## src/rtl/mult_arbiter.sv

```systemverilog
// Round-robin sharing of one pipelined 32x32 multiplier between two requesters, with per-requester flush.
// Latency: accept edge k -> resp_valid at edge k+MUL_LAT; one op per cycle; results in issue order.
// Backpressure: req_ready is the combinational grant; responses cannot be stalled.
module mult_arbiter #(
    parameter int MUL_LAT = 2
) (
    input  logic        clk,
    input  logic        rst,
    input  logic [1:0]  req_valid,
    output logic [1:0]  req_ready,
    input  logic [63:0] req_src0,
    input  logic [63:0] req_src1,
    input  logic [1:0]  req_op,
    input  logic [1:0]  flush,
    output logic [31:0] mul_src0,
    output logic [31:0] mul_src1,
    output logic        mul_op,
    input  logic [63:0] mul_res,
    output logic [1:0]  resp_valid,
    output logic [63:0] resp_res,
    output logic        busy
);

    logic               prio;      // requester preferred when both are eligible
    logic [1:0]         elig;
    logic [1:0]         grant;
    logic               accept;
    logic               win_id;
    logic [MUL_LAT-1:0] tag_vld;
    logic [MUL_LAT-1:0] tag_id;
    logic [MUL_LAT-1:0] tag_live;
    logic               fire;

    always_comb begin
        elig  = rst ? 2'b00 : (req_valid & ~flush);
        grant = elig;
        if (elig == 2'b11) begin
            grant = prio ? 2'b10 : 2'b01;
        end
        accept = |grant;
        win_id = grant[1];
    end

    assign req_ready = grant;

    always_ff @(posedge clk) begin
        if (rst) begin
            prio     <= 1'b0;
            mul_src0 <= '0;
            mul_src1 <= '0;
            mul_op   <= 1'b0;
        end else if (accept) begin
            prio     <= ~win_id;
            mul_src0 <= win_id ? req_src0[63:32] : req_src0[31:0];
            mul_src1 <= win_id ? req_src1[63:32] : req_src1[31:0];
            mul_op   <= req_op[win_id];
        end
    end

    // Tags travel alongside the multiplier pipe; a flush clears live as each tag advances.
    always_ff @(posedge clk) begin
        if (rst) begin
            tag_vld  <= '0;
            tag_id   <= '0;
            tag_live <= '0;
        end else begin
            tag_vld[0]  <= accept;
            tag_id[0]   <= win_id;
            tag_live[0] <= 1'b1;
            for (int j = 1; j < MUL_LAT; j++) begin
                tag_vld[j]  <= tag_vld[j-1];
                tag_id[j]   <= tag_id[j-1];
                tag_live[j] <= tag_live[j-1] & ~flush[tag_id[j-1]];
            end
        end
    end

    // The tag aligned with mul_res this cycle can still be killed by a same-cycle flush.
    assign fire = tag_vld[MUL_LAT-1] & tag_live[MUL_LAT-1] & ~flush[tag_id[MUL_LAT-1]];

    always_ff @(posedge clk) begin
        if (rst) begin
            resp_valid <= 2'b00;
            resp_res   <= '0;
        end else begin
            resp_valid <= fire ? {tag_id[MUL_LAT-1], ~tag_id[MUL_LAT-1]} : 2'b00;
            if (fire) begin
                resp_res <= mul_res;
            end
        end
    end

    assign busy = |tag_vld;

endmodule

```

## config.mk

```make
export PLATFORM = sky130hd
export DESIGN_NAME = mult_arbiter
export DESIGN_NICKNAME = d
export VERILOG_FILES = /design/src/rtl/mult_arbiter.sv
export SDC_FILE = /design/constraint.sdc
export NUM_CORES = 1
export LEC_CHECK = 0
export ABC_AREA = 0
export CORE_AREA = 3 3 129 131
export DETAILED_ROUTE_END_ITERATION = 12
export DIE_AREA = 0 0 132 134
export GPL_ROUTABILITY_DRIVEN = 0
export PLACE_DENSITY = 0.79
export SKIP_LAST_GASP = 1
export SYNTH_ARGS = -nofsm -noshare
export SYNTH_HDL_FRONTEND = slang
export SYNTH_SLANG_ARGS = --single-unit
```

## constraint.sdc

```tcl
create_clock -name clk -period 1.95 [get_ports clk]
set_input_delay 0.585 -clock clk [delete_from_list [all_inputs] [get_ports clk]]
set_output_delay 0.585 -clock clk [all_outputs]
set_load 0.01 [all_outputs]
```

# After elaboration in Yosys (flattened, before gate mapping)
# Cells that the tools add are included.
# totals
reg_bits,138
inputBits,200
# op_classes
order_cmp,3
n_eq_ne,1
n_mux,12
bitwise_logic,10
reduce_logical,3
# op_table
cell,count
2-to-1 mux 32 bit,2
2-to-1 mux 1 bit,7
"< comparator 1 x 2 -> 1 bit, second input constant",3
2-to-1 mux 2 bit,3
OR reduction 2 bit,3
NOT 1 bit,5
bitwise AND 1 bit,3
bitwise AND 2 bit,1
"== test 2 bit, second input constant",1
NOT 2 bit,1

# Logic depth before layout (Yosys ltp)
# depth
depth_word,7
mapped_depth,6
mapped_depth_nobuf,3

# Least setup slack after synthesis
# Ideal clock, no wire load.
# synth_path
kind,in2out
start,input req_valid[0]
end,output req_ready[1]
t_arrival_ps,1339
required_ps,1365
path_slack_ps,26
cell_stages,3
path_cell_list,nor2b_2 -> a211oi_2 -> clkbuf_1
# synth_between
elab_chain_cells,4
# synth_lines
element,line,rtl
"start, declared",9,"input logic [1:0] req_valid,"
bitwise AND 2 bit,35,elig = rst ? 2'b00 : (req_valid & ~flush);
2-to-1 mux 2 bit,35,
== test 2 bit,37,if (elig == 2'b11) begin
2-to-1 mux 2 bit,37,
"end, declared",10,"output logic [1:0] req_ready,"
# Every way passes these cells.

# Worst setup path in the final report
# layout_path
start,register mul_src0[30]
end,output mul_src0[30]
# layout_rtl
element,line,rtl
"start, declared",15,"output logic [31:0] mul_src0,"
"start signal, assigned",54,mul_src0 <= win_id ? req_src0[63:32] : req_src0[31:0];
# No word-level cell between the ends.

==> results.sh <==
export IMPL_worst_path_stages=1
export IMPL_finClkSkew_ns=0.00670
export IMPL_synth_commonest_cells="dfxtp_1 (138), nand2_1 (128), mux2i_1 (66)"
export IMPL_place_area_um2=9100
export IMPL_worstPathMaxFanout=2
export IMPL_ys_ff_latch=138
export IMPL_min_period_ns=1.90
export IMPL_drive_gt1_frac=0.0807
export IMPL_track_usage=0.210
export IMPL_endpoint="mul_src0[30]"
export IMPL_syn_area_per_cell_um2=10.3
export IMPL_synth_area_um2=5550
export IMPL_yosys_warnings=0
export IMPL_max_stage_delay_ns=0.56
export IMPL_grt_max_degree=150
export IMPL_dr_first_iter_drc_count=194
export IMPL_io_pin_count=334
export IMPL_yosysTopAreaCellShare=0.498
export IMPL_grt_pass1_vias=5438
export IMPL_pre_cts_slack_ns=-0.806
export IMPL_cts_made_buffers=17
export IMPL_wl_per_cell_um=18.3
export IMPL_postSynthCellCount=536
export IMPL_num_vias=5492
export IMPL_arrival_ns=1.32
export IMPL_clkTransAtPathRegs_ns=0.06
export IMPL_synth_top_family_by_area="simple AND/OR/NAND/NOR gates"
export IMPL_drt_pre_antenna_iters=7
export IMPL_r2r_slack_ns=0.27
export IMPL_wl_met2_um=9470
export IMPL_finalSetupViolations=0
export IMPL_cellPowerDensity_nw_per_um2=741
export IMPL_critPathTopFamily="buffers and inverters"
export IMPL_slowest_stage="clkdlybuf4s50_1"
export IMPL_cts_tree="done"
export IMPL_top_layer="met4"
export IMPL_syn_nets=736
export IMPL_synthFlopType="dfxtp_1"
export IMPL_remaining_drc_errors=0
export IMPL_grt_pass1_wl_um=29500
export IMPL_wl_met1_um=8030
export IMPL_setup_worst_path_end_class="output pin"
export IMPL_htree_levels=4
export IMPL_fin_util=0.619
export IMPL_crit_buf_inv=1
export IMPL_r2r_start="prio$_SDFFE_PP0P_"
export IMPL_synthTopCellsByArea="dfxtp_1 (50%), mux2i_1 (12%), a221o_1 (12%), and4_1 (10%), nand2_1 (8.7%)"
export IMPL_fin_crit_sh=0.975
export IMPL_slew_headroom=0.612
export IMPL_crit_chain="clkdlybuf4s50_1"
export IMPL_areaGrowthSynthToFinish_pct=75.3
export IMPL_yosysUniqueCellTypes=22
export IMPL_start_kind="flip-flop"
export IMPL_wl_met3_um=1860
export IMPL_yosys_mux_area_fraction=0.119
export IMPL_r2r_cells=5
export IMPL_synth_simple_area_share=0.203
export IMPL_r2r_end="mul_src1[0]$_SDFFE_PP0P_"
export IMPL_synth_fa_ha_area_frac=0
export IMPL_postRouteAntennaNets=0
export IMPL_synthXorXnorAreaFrac=0
export IMPL_clock_latency_ns=0.41
export IMPL_clockBufferDepth=2
export IMPL_synth_edff_count=0
export IMPL_numClockSinks=138
export IMPL_leakagePower_nw=3.78
export IMPL_cts_hold_buf=0
export IMPL_yosysMostFrequentCell="dfxtp_1"
export IMPL_hold_ws_ns=0.454
export IMPL_hold_viol=0
export IMPL_die_x_um=132
export IMPL_worst_pin_slew_ns=0.582
export IMPL_ir_drop_mv=0.620
export IMPL_io_buffers=333
export IMPL_rows=46
export IMPL_drv_slew=0
export IMPL_layout_setup_ws_ns=0.0480
export IMPL_ys_seq_area_frac=0.498
export IMPL_finalWirelength_um=19800
export IMPL_critical_path_class="flip-flop to output pin"
export IMPL_grt_ovfl_total=0
export IMPL_root_buffer="clkbuf_16"
export IMPL_worstPathRequired_ns=1.36
export IMPL_hold_path_class="flip-flop to flip-flop"
export IMPL_fmax_ghz=0.526
export IMPL_min_from="resp_res[54]$_SDFFE_PP0P_"
export IMPL_yosysTopAreaCell="dfxtp_1"
export IMPL_antenna_cells=0
export IMPL_dp_hpwl_um=13800
export IMPL_async_reset_ff_frac=0
export IMPL_routed_via_density=5.07
export IMPL_maxCapViolCount=0
export IMPL_crit_path_start="mul_src0[30]$_SDFFE_PP0P_"
export IMPL_synth_compound_area_frac=0.125
export IMPL_status="finished, final reports clean"
export IMPL_nNetsFinal=1054
export IMPL_rsz0062_at_grt="no"
export IMPL_core_area_um2=15700
export IMPL_die_area_um2=17700
export IMPL_antenna_found_initial=0
export IMPL_final_area_um2=9720
export IMPL_initial_core_util=0.353
export IMPL_die_h_um=134
-- sequential cells by signal, indices dropped and copies added (netlist names) --
name,flops
resp_res,64
prio,1
tag_vld,2
tag_live,2
resp_valid,2
mul_src1,32
mul_op,1
tag_id,2
mul_src0,32
-- placed cells by master (no fill, tap or decap), types with 2 or more instances in the layout --
cell type | synthesis | final
a211oi_1 | 2 | 2
a221o_1 | 65 | 65
and3_1 | 3 | 2
and4_1 | 65 | 65
buf_12 | 0 | 5
buf_2 | 20 | 6
buf_4 | 6 | 16
bufinv_16 | 0 | 2
clkbuf_1 | 26 | 2
clkbuf_16 | 0 | 18
clkdlybuf4s50_1 | 0 | 312
clkinv_2 | 0 | 2
clkinv_4 | 0 | 2
clkinvlp_4 | 0 | 4
dfxtp_1 | 138 | 137
dlygate4sd2_1 | 0 | 4
dlymetal6s2s_1 | 0 | 9
inv_6 | 0 | 3
mux2i_1 | 66 | 66
nand2_1 | 128 | 128
nor2b_1 | 2 | 2
-- worst min path at each step --
stage	to	slack, ns	cells past startpoint
3_3_place_gp	resp_res[31]$_SDFFE_PP0P_	0.44	2
3_5_place_dp	resp_res[38]$_SDFFE_PP0P_	0.45	2
6_report	resp_res[54]$_SDFFE_PP0P_	0.45	2
2_1_floorplan	tag_vld[1]$_SDFF_PP0_	0.43	1
4_1_cts	resp_res[0]$_SDFFE_PP0P_	0.46	2
5_1_grt	tag_live[1]$_SDFF_PP0_	0.47	1
-- layout make-up --
class	count	area [µm²]
multi-input cells	339	2500
flip-flops and latches	138	2760
repair buffers	356	3590
clock buffers	19	433
well taps	216	270
clock inverters	13	144
fillers	1329	5990
inverters	2	10.0
-- layer usage --
layer  track usage  up-vias
met4        0.0758        0
met2         0.351      263
met3        0.0836       33
met5             0        -
met1         0.244     2571
li1              -     2625
-- metrics by stage --
step / power (mW) / instances / setup TNS [ns]
6_report: 7.20 / 1083 / 0
5_1_grt: 7.47 / 1083 / 0
3_5_place_dp: 4.09 / 1049 / -77.34
4_1_cts: 7.27 / 1082 / 0
3_3_place_gp: 4.09 / 1049 / -75.65
2_1_floorplan: 3.37 / 536 / 0
-- cell families after synthesis --
logic type      Yosys count
mux                      66
buf+inv                  59
flops                   138
compound gates           70
simple gates            203
-- power by group --
| group | leakage, nW | switching (mW) | internal [mW] |
|---|---|---|---|
| Combinational | 2.38 | 0.382 | 0.665 |
| Sequential | 1.12 | 0.0566 | 2.93 |
| Clock | 0.270 | 1.27 | 1.89 |
-- repair_timing --
item / CTS / global route
pin swaps: 2 / 1
cloned: 0 / 1
setup buffers: 1 / 0
setup endpoints to repair: 122 / 37
gates resized for setup: 36 / 14
Note: power is estimated with default switching activity, not from simulation.
